$ cat src/rtl/core_pkg.sv
// Pipeline types shared by the RV32 core stages: the execute opcode, the decoded
// instruction, and the read->execute and execute->memory pipeline registers.
package core;

    localparam int XLEN = 32;

    typedef enum logic [4:0] {
        ADD, SUB, AND, OR, XOR,
        SLL, SRL, SRA,
        SLT, SLTU,
        PASS_B,
        MUL, MULH, MULHSU, MULHU,
        DIV, DIVU, REM, REMU
    } ex_op_t;

    typedef struct packed {
        ex_op_t          op;
        logic            use_pc;
        logic            has_imm;
        logic [XLEN-1:0] imm;
    } de_inst_t;

    typedef struct packed {
        logic [31:0]     inst;
        logic [XLEN-1:0] pc;
        de_inst_t        de_inst;
        logic [XLEN-1:0] rs1_value;
        logic [XLEN-1:0] rs2_value;
        logic            valid;
    } rd_ex_t;

    typedef struct packed {
        logic [31:0]     inst;
        logic [XLEN-1:0] pc;
        de_inst_t        de_inst;
        logic [XLEN-1:0] result;
        logic [XLEN-1:0] rs2_value;
        logic            valid;
    } ex_mem_t;

    localparam ex_mem_t ex_mem_rst = '0;

endpackage

$ cat src/rtl/ex_stage_if.sv
// Execute-stage bus: the read->execute register, the execute->memory register and
// the stall handshake. The stage itself uses the slave view.
interface ex_stage_if;

    logic          en;
    logic          next_rdy;
    core::rd_ex_t  rd_ex;
    core::ex_mem_t ex_mem;
    logic          rdy;

    modport master (output en, output next_rdy, output rd_ex, input ex_mem, input rdy);
    modport slave  (input en, input next_rdy, input rd_ex, output ex_mem, output rdy);

endinterface

$ cat src/rtl/ex_stage.sv
// RV32 execute stage: single-cycle ALU/shift/compare/multiply, plus an iterative
// restoring divider that stalls upstream through rdy while it runs.
module ex_stage
    import core::*;
#(
    parameter int XLEN       = 32,
    parameter int DIV_CYCLES = XLEN
) (
    input logic       clk,
    input logic       rst,
    ex_stage_if.slave bus
);

    localparam int              CW        = (DIV_CYCLES > 1) ? $clog2(DIV_CYCLES) : 1;
    localparam logic [CW-1:0]   LAST_ITER = CW'(DIV_CYCLES - 1);
    localparam logic [XLEN-1:0] SMIN      = {1'b1, {(XLEN-1){1'b0}}};

    typedef enum logic [1:0] {S_IDLE, S_BUSY, S_DONE} div_state_t;

    div_state_t      r_state, w_state_nxt;
    logic [CW-1:0]   r_count;
    logic [XLEN-1:0] r_quo, r_rem, r_dvs;
    logic            r_neg_q, r_neg_r, r_is_rem;
    ex_mem_t         r_ex_mem;

    ex_op_t            w_op;
    logic              w_en, w_rdy, w_launch;
    logic [XLEN-1:0]   w_a, w_b, w_alu, w_div_res;
    logic [4:0]        w_sh;
    logic              w_is_div, w_div_signed, w_div_zero, w_div_ovf;
    logic              w_ma_signed, w_mb_signed;
    logic [2*XLEN-1:0] w_ax, w_bx, w_prod;
    logic [XLEN:0]     w_shift, w_diff;
    logic              w_qbit;

    // rst masks en so nothing is consumed while reset is held.
    assign w_en = bus.en & ~rst;
    assign w_op = bus.rd_ex.de_inst.op;
    assign w_a  = bus.rd_ex.de_inst.use_pc  ? bus.rd_ex.pc          : bus.rd_ex.rs1_value;
    assign w_b  = bus.rd_ex.de_inst.has_imm ? bus.rd_ex.de_inst.imm : bus.rd_ex.rs2_value;
    assign w_sh = w_b[4:0];

    assign w_is_div     = (w_op == DIV) || (w_op == DIVU) || (w_op == REM) || (w_op == REMU);
    assign w_div_signed = (w_op == DIV) || (w_op == REM);
    assign w_div_zero   = (w_b == '0);
    assign w_div_ovf    = w_div_signed && (w_a == SMIN) && (w_b == '1);
    assign w_launch     = w_en && bus.rd_ex.valid && w_is_div && !w_div_zero && !w_div_ovf;

    // One shared 64-bit multiplier; operand extension selects the MULH flavour.
    assign w_ma_signed = (w_op == MULH) || (w_op == MULHSU);
    assign w_mb_signed = (w_op == MULH);
    assign w_ax   = {{XLEN{w_ma_signed & w_a[XLEN-1]}}, w_a};
    assign w_bx   = {{XLEN{w_mb_signed & w_b[XLEN-1]}}, w_b};
    assign w_prod = w_ax * w_bx;

    // NOTE: every always_comb output gets a default first, so no path can infer a latch.
    always_comb begin
        w_alu = '0;
        case (w_op)
            ADD:    w_alu = w_a + w_b;
            SUB:    w_alu = w_a - w_b;
            AND:    w_alu = w_a & w_b;
            OR:     w_alu = w_a | w_b;
            XOR:    w_alu = w_a ^ w_b;
            SLL:    w_alu = w_a << w_sh;
            SRL:    w_alu = w_a >> w_sh;
            SRA:    w_alu = $signed(w_a) >>> w_sh;
            SLT:    w_alu = {{(XLEN-1){1'b0}}, $signed(w_a) < $signed(w_b)};
            SLTU:   w_alu = {{(XLEN-1){1'b0}}, w_a < w_b};
            PASS_B: w_alu = w_b;
            MUL:    w_alu = w_prod[XLEN-1:0];
            MULH, MULHSU, MULHU: w_alu = w_prod[2*XLEN-1:XLEN];
            // Only the special-case divides complete here; the rest go through the FSM.
            DIV, DIVU: w_alu = w_div_zero ? '1 : SMIN;
            REM, REMU: w_alu = w_div_zero ? w_a : '0;
            default:   w_alu = '0;
        endcase
    end

    assign w_shift = {r_rem, r_quo[XLEN-1]};
    assign w_diff  = w_shift - {1'b0, r_dvs};
    assign w_qbit  = ~w_diff[XLEN];

    always_comb begin
        w_state_nxt = r_state;
        case (r_state)
            S_IDLE: if (w_launch) w_state_nxt = S_BUSY;
            S_BUSY: begin
                if (!w_en)                       w_state_nxt = S_IDLE;
                else if (r_count == LAST_ITER)   w_state_nxt = S_DONE;
            end
            S_DONE: if (!w_en || bus.next_rdy) w_state_nxt = S_IDLE;
            default: w_state_nxt = S_IDLE;
        endcase
    end

    assign w_rdy = w_en && bus.next_rdy &&
                   ((r_state == S_DONE) || ((r_state == S_IDLE) && !w_launch));

    // NOTE: sequential state uses non-blocking assignments so every flop samples pre-edge values.
    always_ff @(posedge clk) begin
        if (rst) begin
            r_state <= S_IDLE;
            r_count <= '0;
        end else begin
            r_state <= w_state_nxt;
            if (r_state == S_IDLE && w_launch) r_count <= '0;
            else if (r_state == S_BUSY)        r_count <= r_count + CW'(1);
        end
    end

    // NOTE: divider datapath has no reset; it is always loaded at launch before it is read.
    always_ff @(posedge clk) begin
        if (r_state == S_IDLE && w_launch) begin
            r_quo    <= (w_div_signed && w_a[XLEN-1]) ? -w_a : w_a;
            r_dvs    <= (w_div_signed && w_b[XLEN-1]) ? -w_b : w_b;
            r_rem    <= '0;
            r_neg_q  <= w_div_signed && (w_a[XLEN-1] ^ w_b[XLEN-1]);
            r_neg_r  <= w_div_signed && w_a[XLEN-1];
            r_is_rem <= (w_op == REM) || (w_op == REMU);
        end else if (r_state == S_BUSY) begin
            r_rem <= w_qbit ? w_diff[XLEN-1:0] : w_shift[XLEN-1:0];
            r_quo <= {r_quo[XLEN-2:0], w_qbit};
        end
    end

    // Remainder follows the dividend's sign, quotient the XOR of both signs.
    assign w_div_res = r_is_rem ? (r_neg_r ? -r_rem : r_rem)
                                : (r_neg_q ? -r_quo : r_quo);

    always_ff @(posedge clk) begin
        if (rst) begin
            r_ex_mem <= ex_mem_rst;
        end else if (w_rdy) begin
            r_ex_mem.inst      <= bus.rd_ex.inst;
            r_ex_mem.pc        <= bus.rd_ex.pc;
            r_ex_mem.de_inst   <= bus.rd_ex.de_inst;
            r_ex_mem.result    <= (r_state == S_DONE) ? w_div_res : w_alu;
            r_ex_mem.rs2_value <= bus.rd_ex.rs2_value;
            r_ex_mem.valid     <= w_en && bus.rd_ex.valid;
        end
    end

    assign bus.ex_mem = r_ex_mem;
    assign bus.rdy    = w_rdy;

endmodule
$ cat src/flat_wrapper.sv
// flat-port wrapper written by rule: the top's interface ports become plain ports
module ex_stage_flat import core::*;
#(
    parameter int XLEN       = 32,
    parameter int DIV_CYCLES = XLEN
)
  (clk, rst, bus_en, bus_next_rdy, bus_rd_ex, bus_ex_mem, bus_rdy);
  ex_stage_if bus_i ();
  input logic clk;
  input logic rst;
  input wire logic [$bits(bus_i.en)-1:0] bus_en;
  input wire logic [$bits(bus_i.next_rdy)-1:0] bus_next_rdy;
  input wire logic [$bits(bus_i.rd_ex)-1:0] bus_rd_ex;
  output wire logic [$bits(bus_i.ex_mem)-1:0] bus_ex_mem;
  output wire logic [$bits(bus_i.rdy)-1:0] bus_rdy;
  assign bus_i.en = bus_en;
  assign bus_i.next_rdy = bus_next_rdy;
  assign bus_i.rd_ex = bus_rd_ex;
  assign bus_ex_mem = bus_i.ex_mem;
  assign bus_rdy = bus_i.rdy;
  ex_stage #(.XLEN(XLEN), .DIV_CYCLES(DIV_CYCLES)) u_core (.clk(clk), .rst(rst), .bus(bus_i));
endmodule
$ cat config.mk
export PLATFORM = sky130hd
export DESIGN_NAME = ex_stage_flat
export DESIGN_NICKNAME = d
export VERILOG_FILES = /design/src/rtl/core_pkg.sv /design/src/rtl/ex_stage_if.sv /design/src/rtl/ex_stage.sv /design/src/flat_wrapper.sv
export SDC_FILE = /design/constraint.sdc
export NUM_CORES = 2
export LEC_CHECK = 0
export BUFFER_PORTS_ARGS = -buffer_cell sky130_fd_sc_hd__buf_2
export CORE_UTILIZATION = 55
export DETAILED_ROUTE_END_ITERATION = 12
export HOLD_SLACK_MARGIN = 0.05
export PLACE_DENSITY = 0.85
export RECOVER_POWER = 25
export SETUP_SLACK_MARGIN = 0.05
export SYNTH_ARGS = -nofsm -noshare
export SYNTH_HDL_FRONTEND = slang
export SYNTH_SLANG_ARGS = --single-unit
$ cat constraint.sdc
create_clock -name clk -period 13.4 [get_ports clk]
set_input_delay 2.01 -clock clk [delete_from_list [all_inputs] [get_ports clk]]
set_output_delay 2.01 -clock clk [all_outputs]
set_load 0.05 [all_outputs]
=== Yosys cells after proc, flatten, opt, wreduce, memory -nomap -nowiden ===
Index checks and enable logic that the tools add are counted.
Widths: inputs -> output; s select.

* $add $sub $neg: 8
* Multipliers: 1
* Order comparisons: 2
* Equality and inequality tests: 26
* Shift operators: 3
* Multiplexer cells: 19
* Bitwise logic cells: 9
* Reductions and logical operators: 34

{| class="wikitable"
|+ Operator list
! kind !! number
|-
| $pmux 32 s15 || 1
|-
| $mux 32 || 12
|-
| $neg 32->32 || 4
|-
| $eq 32x32->1 const B || 2
|-
| $lt 32x32->1 || 2
|-
| $mul 33x33->64 || 1
|-
| $eq 5x4->1 const B || 8
|-
| $sub 33x32->33 || 1
|-
| $add 32x32->32 || 1
|-
| $and 32x32->32 || 1
|-
| $logic_not 32->1 || 1
|-
| $or 32x32->32 || 1
|-
| $shl 32x5->32 || 1
|-
| $shr 32x5->32 || 1
|-
| $sshr 32x5->32 || 1
|-
| $sub 32x32->32 || 1
|-
| $xor 32x32->32 || 1
|-
| $mux 31 || 1
|-
| $eq 5x3->1 const B || 4
|-
| $eq 5x5->1 const B || 4
|-
| $logic_and 1x1->1 || 13
|-
| $eq 5x2->1 const B || 2
|-
| $logic_or 1x1->1 || 8
|-
| $mux 2 || 4
|-
| 17 further kinds || 26
|}

* Flip-flop bits (word level): 274
* Input port bits: 172
* Output and inout port bits: 169
* Word-level logic and storage cells: 119

=== Longest topological paths before layout ===
* Depth after elaboration: 11
* Depth in mapped cells: 38
* Gate-level depth less buffers: 31

=== Worst setup path after synthesis ===
No wires, ideal clock.

* Path kind: input to register
* Start point: input bus_rd_ex[97]
* End point: register u_core.r_ex_mem (netlist bit u_core.bus.ex_mem[64])
* Arrival: 11.330 ns
* Required time: 13.270 ns
* Slack: 1.940 ns
* Cell stages on the path: 35
* Buffers on the path: 8
* Path through: buf_4 -> buf_4 -> mux2i_1 -> buf_2 -> buf_2 -> buf_2 -> buf_1 -> buf_1 -> nor2_1 -> fa_1 -> inv_1 -> fa_1 -> inv_1 -> fa_1 -> inv_1 -> fa_1 -> inv_1 -> fa_1 -> fa_1 -> fa_1 -> inv_1 -> fa_1 -> inv_1 -> ha_1 -> clkbuf_1 -> and3_1 -> nand3_1 -> or2_2 -> nand4_1 -> a21o_1 -> o21bai_1 -> a31oi_1 -> xnor2_1 -> a2111oi_0 -> o21ai_0

* Longest elaborated chain between the ends: 9
* Elaborated cells between the ends (all ways): 25
* Classes of those cells: 2 x add/sub; 1 x mul; 1 x eq/ne; 3 x shift; 4 x mux; 4 x bitwise; 10 x reduce/logical

{| class="wikitable"
|+ RTL lines
! what !! line !! text
|-
| start: declaration || flat_wrapper.sv:13 || <nowiki>input wire logic [$bits(bus_i.rd_ex)-1:0] bus_rd_ex;</nowiki>
|-
| $mux 32 * || ex_stage.sv:40 || <nowiki>assign w_b = bus.rd_ex.de_inst.has_imm ? bus.rd_ex.de_inst.imm : bus.rd_ex.rs2_value;</nowiki>
|-
| branches (longest 8 deep; another with $mul 33x33->64) || n/a ||
|-
| end signal: assignment || ex_stage.sv:133 || <nowiki>r_ex_mem <= ex_mem_rst;</nowiki>
|-
| end: declaration || ex_stage.sv:24 || <nowiki>ex_mem_t r_ex_mem;</nowiki>
|}

Mark *: on every way between the ends.
A chain may end at the register's enable or synchronous reset.

=== Worst setup path in the final report ===
* Start point: input bus_rd_ex[100]
* End point: register u_core.r_ex_mem (netlist bit u_core.bus.ex_mem[57])

* Longest elaborated chain between the ends: 11
* Elaborated cells between the ends (all ways): 42
* Classes of those cells: 1 x mul; 18 x eq/ne; 2 x mux; 2 x bitwise; 19 x reduce/logical

{| class="wikitable"
|+ RTL lines
! what
|-
| branches (longest 11 deep; another with $mul 33x33->64)
|}

Several ways; the timed one is not identified.

==> flow_metrics.py <==
metrics = {
    "global_route": {
        "vias_in_the_first_global_route": 60800,
        "grt_max_degree": 116,
        "grt_util_all_layers_pct": 53.4,
        "wire_length_of_the_first_global_routing_pass_mm": 428,
        "grt-ovfl-total": 0,
        "antenna_found_initial": 29,
    },
    "timing": {
        "final.period_utilization_pct": 92.3,
        "grt_setup_unrepaired": "false",
        "report.final.slew_viol_count": 79,
        "finalHoldViolations": 0,
        "min_clock_period_post_route_ps": 12370,
        "clock-skew-final_ps": 34.3,
        "totalNegativeSetupSlack_ps": 0,
        "worst_pin_slew_ps": 3640,
        "slew-limit-headroom_pct": -143,
        "achievable-frequency_mhz": 80.8,
        "report.final.setup_viol": 0,
    },
    "clocking": {
        "clock_sinks": 274,
        "root_buffer": "sky130_fd_sc_hd__clkbuf_16",
        "cts_h_tree_depth": 1,
        "tritoncts_clock_tree": "done",
        "clk_latency_ps": 650,
        "cts.hold.buffers_added": 0,
        "post_cts_setup_repair_buffer_count": 0,
        "cts.path.max_buffers": 3,
        "cts_resized": 0,
        "clock_transition_at_the_register_clock_pins_on_the_worst_setup_and_hold_paths_after_cts_ps": 70,
        "cts-buffers-inserted": 29,
    },
    "run_status": {
        "status": "finished with violations",
        "violations": "max-capacitance violations, max-slew violations",
    },
    "setup_path": {
        "regToRegEndpoint": "u_core.r_rem[12]",
        "reg2regPathDepth": 14,
        "crit_slowest_cell": "sky130_fd_sc_hd__clkbuf_1",
        "cp.buffers_inverters": 10,
        "critical_path.max_stage_delay_ps": 1090,
        "critPathTopFamily": "adder cells",
        "cp_data_required_time_ps": 13900,
        "worst_setup_path_end_kind": "flip-flop",
        "crit_type": "in -> reg",
        "path_max_fanout": 24,
        "timing.reg2reg.setup_slack_ps": 8750,
        "crit_path_start_kind": "primary input",
        "regToRegStartpoint": "u_core.r_quo[31]",
        "critPathArrivalTime_ps": 12870,
    },
    "cells_and_area": {
        "syn2layout_area_growth_pct": 7.72,
        "drive_gt1_share_pct": 8.19,
        "net_total_in_the_final_layout": 9374,
        "post_layout_nonfiller_instances": 9253,
    },
    "synthesis": {
        "library_cell_with_the_highest_instance_count_after_synthesis": "sky130_fd_sc_hd__nand2_1",
        "yosysWarningCount": 0,
        "synth_enable_flop_cells": 67,
        "top_cell_type_by_total_area_after_synthesis": "sky130_fd_sc_hd__fa_1",
        "ys_seq_area_share_pct": 9.94,
        "yosys_register_bits": 274,
        "synthDominantCellAreaShare_pct": 36.5,
        "ys_top_cells_by_area": "sky130_fd_sc_hd__fa_1 (36%), sky130_fd_sc_hd__nand2_1 (8.1%), sky130_fd_sc_hd__inv_1 (8.0%), sky130_fd_sc_hd__ha_1 (7.0%), sky130_fd_sc_hd__dfxtp_1 (6.7%)",
        "post_synth_num_cell_types": 94,
        "mapped_avg_cell_area_um2": 8.18,
        "syn_inst": 7573,
        "nets_in_the_synthesized_netlist": 9221,
        "flip_flop_cell_with_the_highest_count_after_synthesis": "sky130_fd_sc_hd__dfxtp_1",
        "synth_top_cells_by_count": "sky130_fd_sc_hd__nand2_1 (1329), sky130_fd_sc_hd__inv_1 (1313), sky130_fd_sc_hd__fa_1 (1128)",
        "synthesis.area_um2": 61900,
        "ys_async_sr_fraction_pct": 0,
    },
    "floorplan": {
        "core_area_um2": 111000,
        "floorplan.die_area_um2": 114000,
        "starting_density_of_the_core_pct": 55.7,
        "floorplan.die.height_um": 338,
        "io_pins": 341,
        "placement_rows": 122,
        "floorplan.die.width_um": 338,
    },
    "worst_hold_path": {
        "min_delay_path_depth": 2,
        "worst_hold_path.endpoint": "u_core.bus.ex_mem[14]",
        "hold_path_class": "reg -> reg",
        "hold_path_origin": "u_core.bus.ex_mem[14]",
    },
    "placement": {
        "post-dp-hpwl_mm": 238,
        "cell_count_post_placement": 9183,
        "numPortBuffers": 340,
        "globalplace.congestion": 1.13,
    },
    "detailed_routing": {
        "routedWlPerCell_um": 33.0,
        "drt_drc_violations_left": 0,
        "ant_nets": 0,
        "detail_route.first_pass.iterations": 8,
        "maxUsedRoutingLayer": "met5",
        "detailedRoute.firstIterationViolations": 7589,
        "met1_length_mm": 105,
        "drt-total-wl_mm": 305,
        "via_density": 6.51,
        "route.vias.total": 60200,
        "route.met3.wl_mm": 44.2,
        "route.met2.wl_mm": 125,
    },
    "run": {
        "maxCapViolations": 2,
    },
}
## layout by cell type (no fill, tap or decap), types with 23 or more instances in the layout
master	count
sky130_fd_sc_hd__nand2_1	1328
sky130_fd_sc_hd__inv_1	1308
sky130_fd_sc_hd__fa_1	1128
sky130_fd_sc_hd__nor2_1	594
sky130_fd_sc_hd__o21ai_0	386
sky130_fd_sc_hd__ha_1	348
sky130_fd_sc_hd__a21oi_1	269
sky130_fd_sc_hd__buf_4	238
sky130_fd_sc_hd__buf_2	213
sky130_fd_sc_hd__dfxtp_1	207
sky130_fd_sc_hd__mux2i_1	168
sky130_fd_sc_hd__xnor2_1	163
sky130_fd_sc_hd__clkbuf_1	130
sky130_fd_sc_hd__nand3_1	74
sky130_fd_sc_hd__nor3_1	68
sky130_fd_sc_hd__edfxtp_1	67
sky130_fd_sc_hd__a21o_1	61
sky130_fd_sc_hd__a31oi_1	56
sky130_fd_sc_hd__xor2_1	56
sky130_fd_sc_hd__o211ai_1	52
sky130_fd_sc_hd__nand4_1	46
sky130_fd_sc_hd__a211oi_1	41
sky130_fd_sc_hd__a22oi_1	38
sky130_fd_sc_hd__o22ai_1	33
sky130_fd_sc_hd__clkbuf_16	30
sky130_fd_sc_hd__mux2i_2	29
sky130_fd_sc_hd__and3_1	29
sky130_fd_sc_hd__o221ai_1	28
sky130_fd_sc_hd__nand2b_1	28
sky130_fd_sc_hd__a221oi_1	28
sky130_fd_sc_hd__nor4_1	26
sky130_fd_sc_hd__o31ai_1	26
sky130_fd_sc_hd__nor2b_1	24
sky130_fd_sc_hd__inv_2	24
sky130_fd_sc_hd__o21a_1	24
sky130_fd_sc_hd__o21bai_1	23
## area by class of cell
type | count | area [µm²]
Clock buffer | 35 | 790
Timing Repair Buffer | 585 | 3470
Tap cell | 1488 | 1860
Antenna cell | 16 | 40.0
Multi-Input combinational cell | 5486 | 49100
Inverter | 1350 | 5080
Fill cell | 9424 | 44400
Sequential cell | 274 | 6160
Clock inverter | 19 | 214
## tightest hold or removal path: stages, from the launching register on
cell and delay, ps:
sky130_fd_sc_hd__dfxtp_1 310, sky130_fd_sc_hd__nand2_1 50, sky130_fd_sc_hd__o21ai_0 60
## through the flow
| step | area (µm²) | setup slack (ps) | hold WS, ps | util, % |
|---|---|---|---|---|
| 6_report | 66700 | 1030 | 456 | 60.0 |
| 5_1_grt | 66700 | 959 | 471 | 60.0 |
| 4_1_cts | 66800 | 1340 | 457 | 60.1 |
| 3_5_place_dp | 65800 | 758 | 447 | 59.2 |
| 3_3_place_gp | 65800 | 910 | 441 | 59.2 |
| 2_1_floorplan | 61900 | 1940 | 441 | - |
## how the worst max path moves through the flow
stage / slack, ps / cells after the start / end / from
after floorplan: 1940 / 35 / u_core.bus.ex_mem[64] / bus_rd_ex[97]
after global placement: 910 / 30 / u_core.bus.ex_mem[57] / bus_rd_ex[97]
after detailed placement: 760 / 32 / u_core.bus.ex_mem[57] / bus_rd_ex[98]
after CTS: 1340 / 32 / u_core.bus.ex_mem[57] / bus_rd_ex[98]
after global routing: 960 / 28 / u_core.bus.ex_mem[57] / bus_rd_ex[97]
final: 1030 / 31 / u_core.bus.ex_mem[57] / bus_rd_ex[100]
## state kept, by name, indices dropped and copies added (netlist names)
name,flops
u_core.r_dvs,32
u_core.r_state,2
u_core.bus.ex_mem,168
u_core.r_neg_r,1
u_core.r_count,5
u_core.r_rem,32
u_core.r_quo,32
u_core.r_neg_q,1
u_core.r_is_rem,1
## cell families after synthesis
family | Yosys count | synth area share (%)
XOR/XNOR | 219 | 3.10
AO/OA/AOI/OAI | 1249 | 12.9
flip-flops | 274 | 9.94
buffers and inverters | 1813 | 11.2
multiplexers | 225 | 3.80
AND/OR/NAND/NOR | 2317 | 15.6
adder cells (fa/ha/maj) | 1476 | 43.5
## layer usage
metal  global-route usage, %  vias up
met5                   0.128        -
met4                    44.3       34
met3                    20.7     1371
met2                    76.7     4978
met1                    62.9    29500
li1                        -    24300
Power is not shown: default switching activity piles up to over one toggle a cycle in this logic, so the estimate is an artifact.
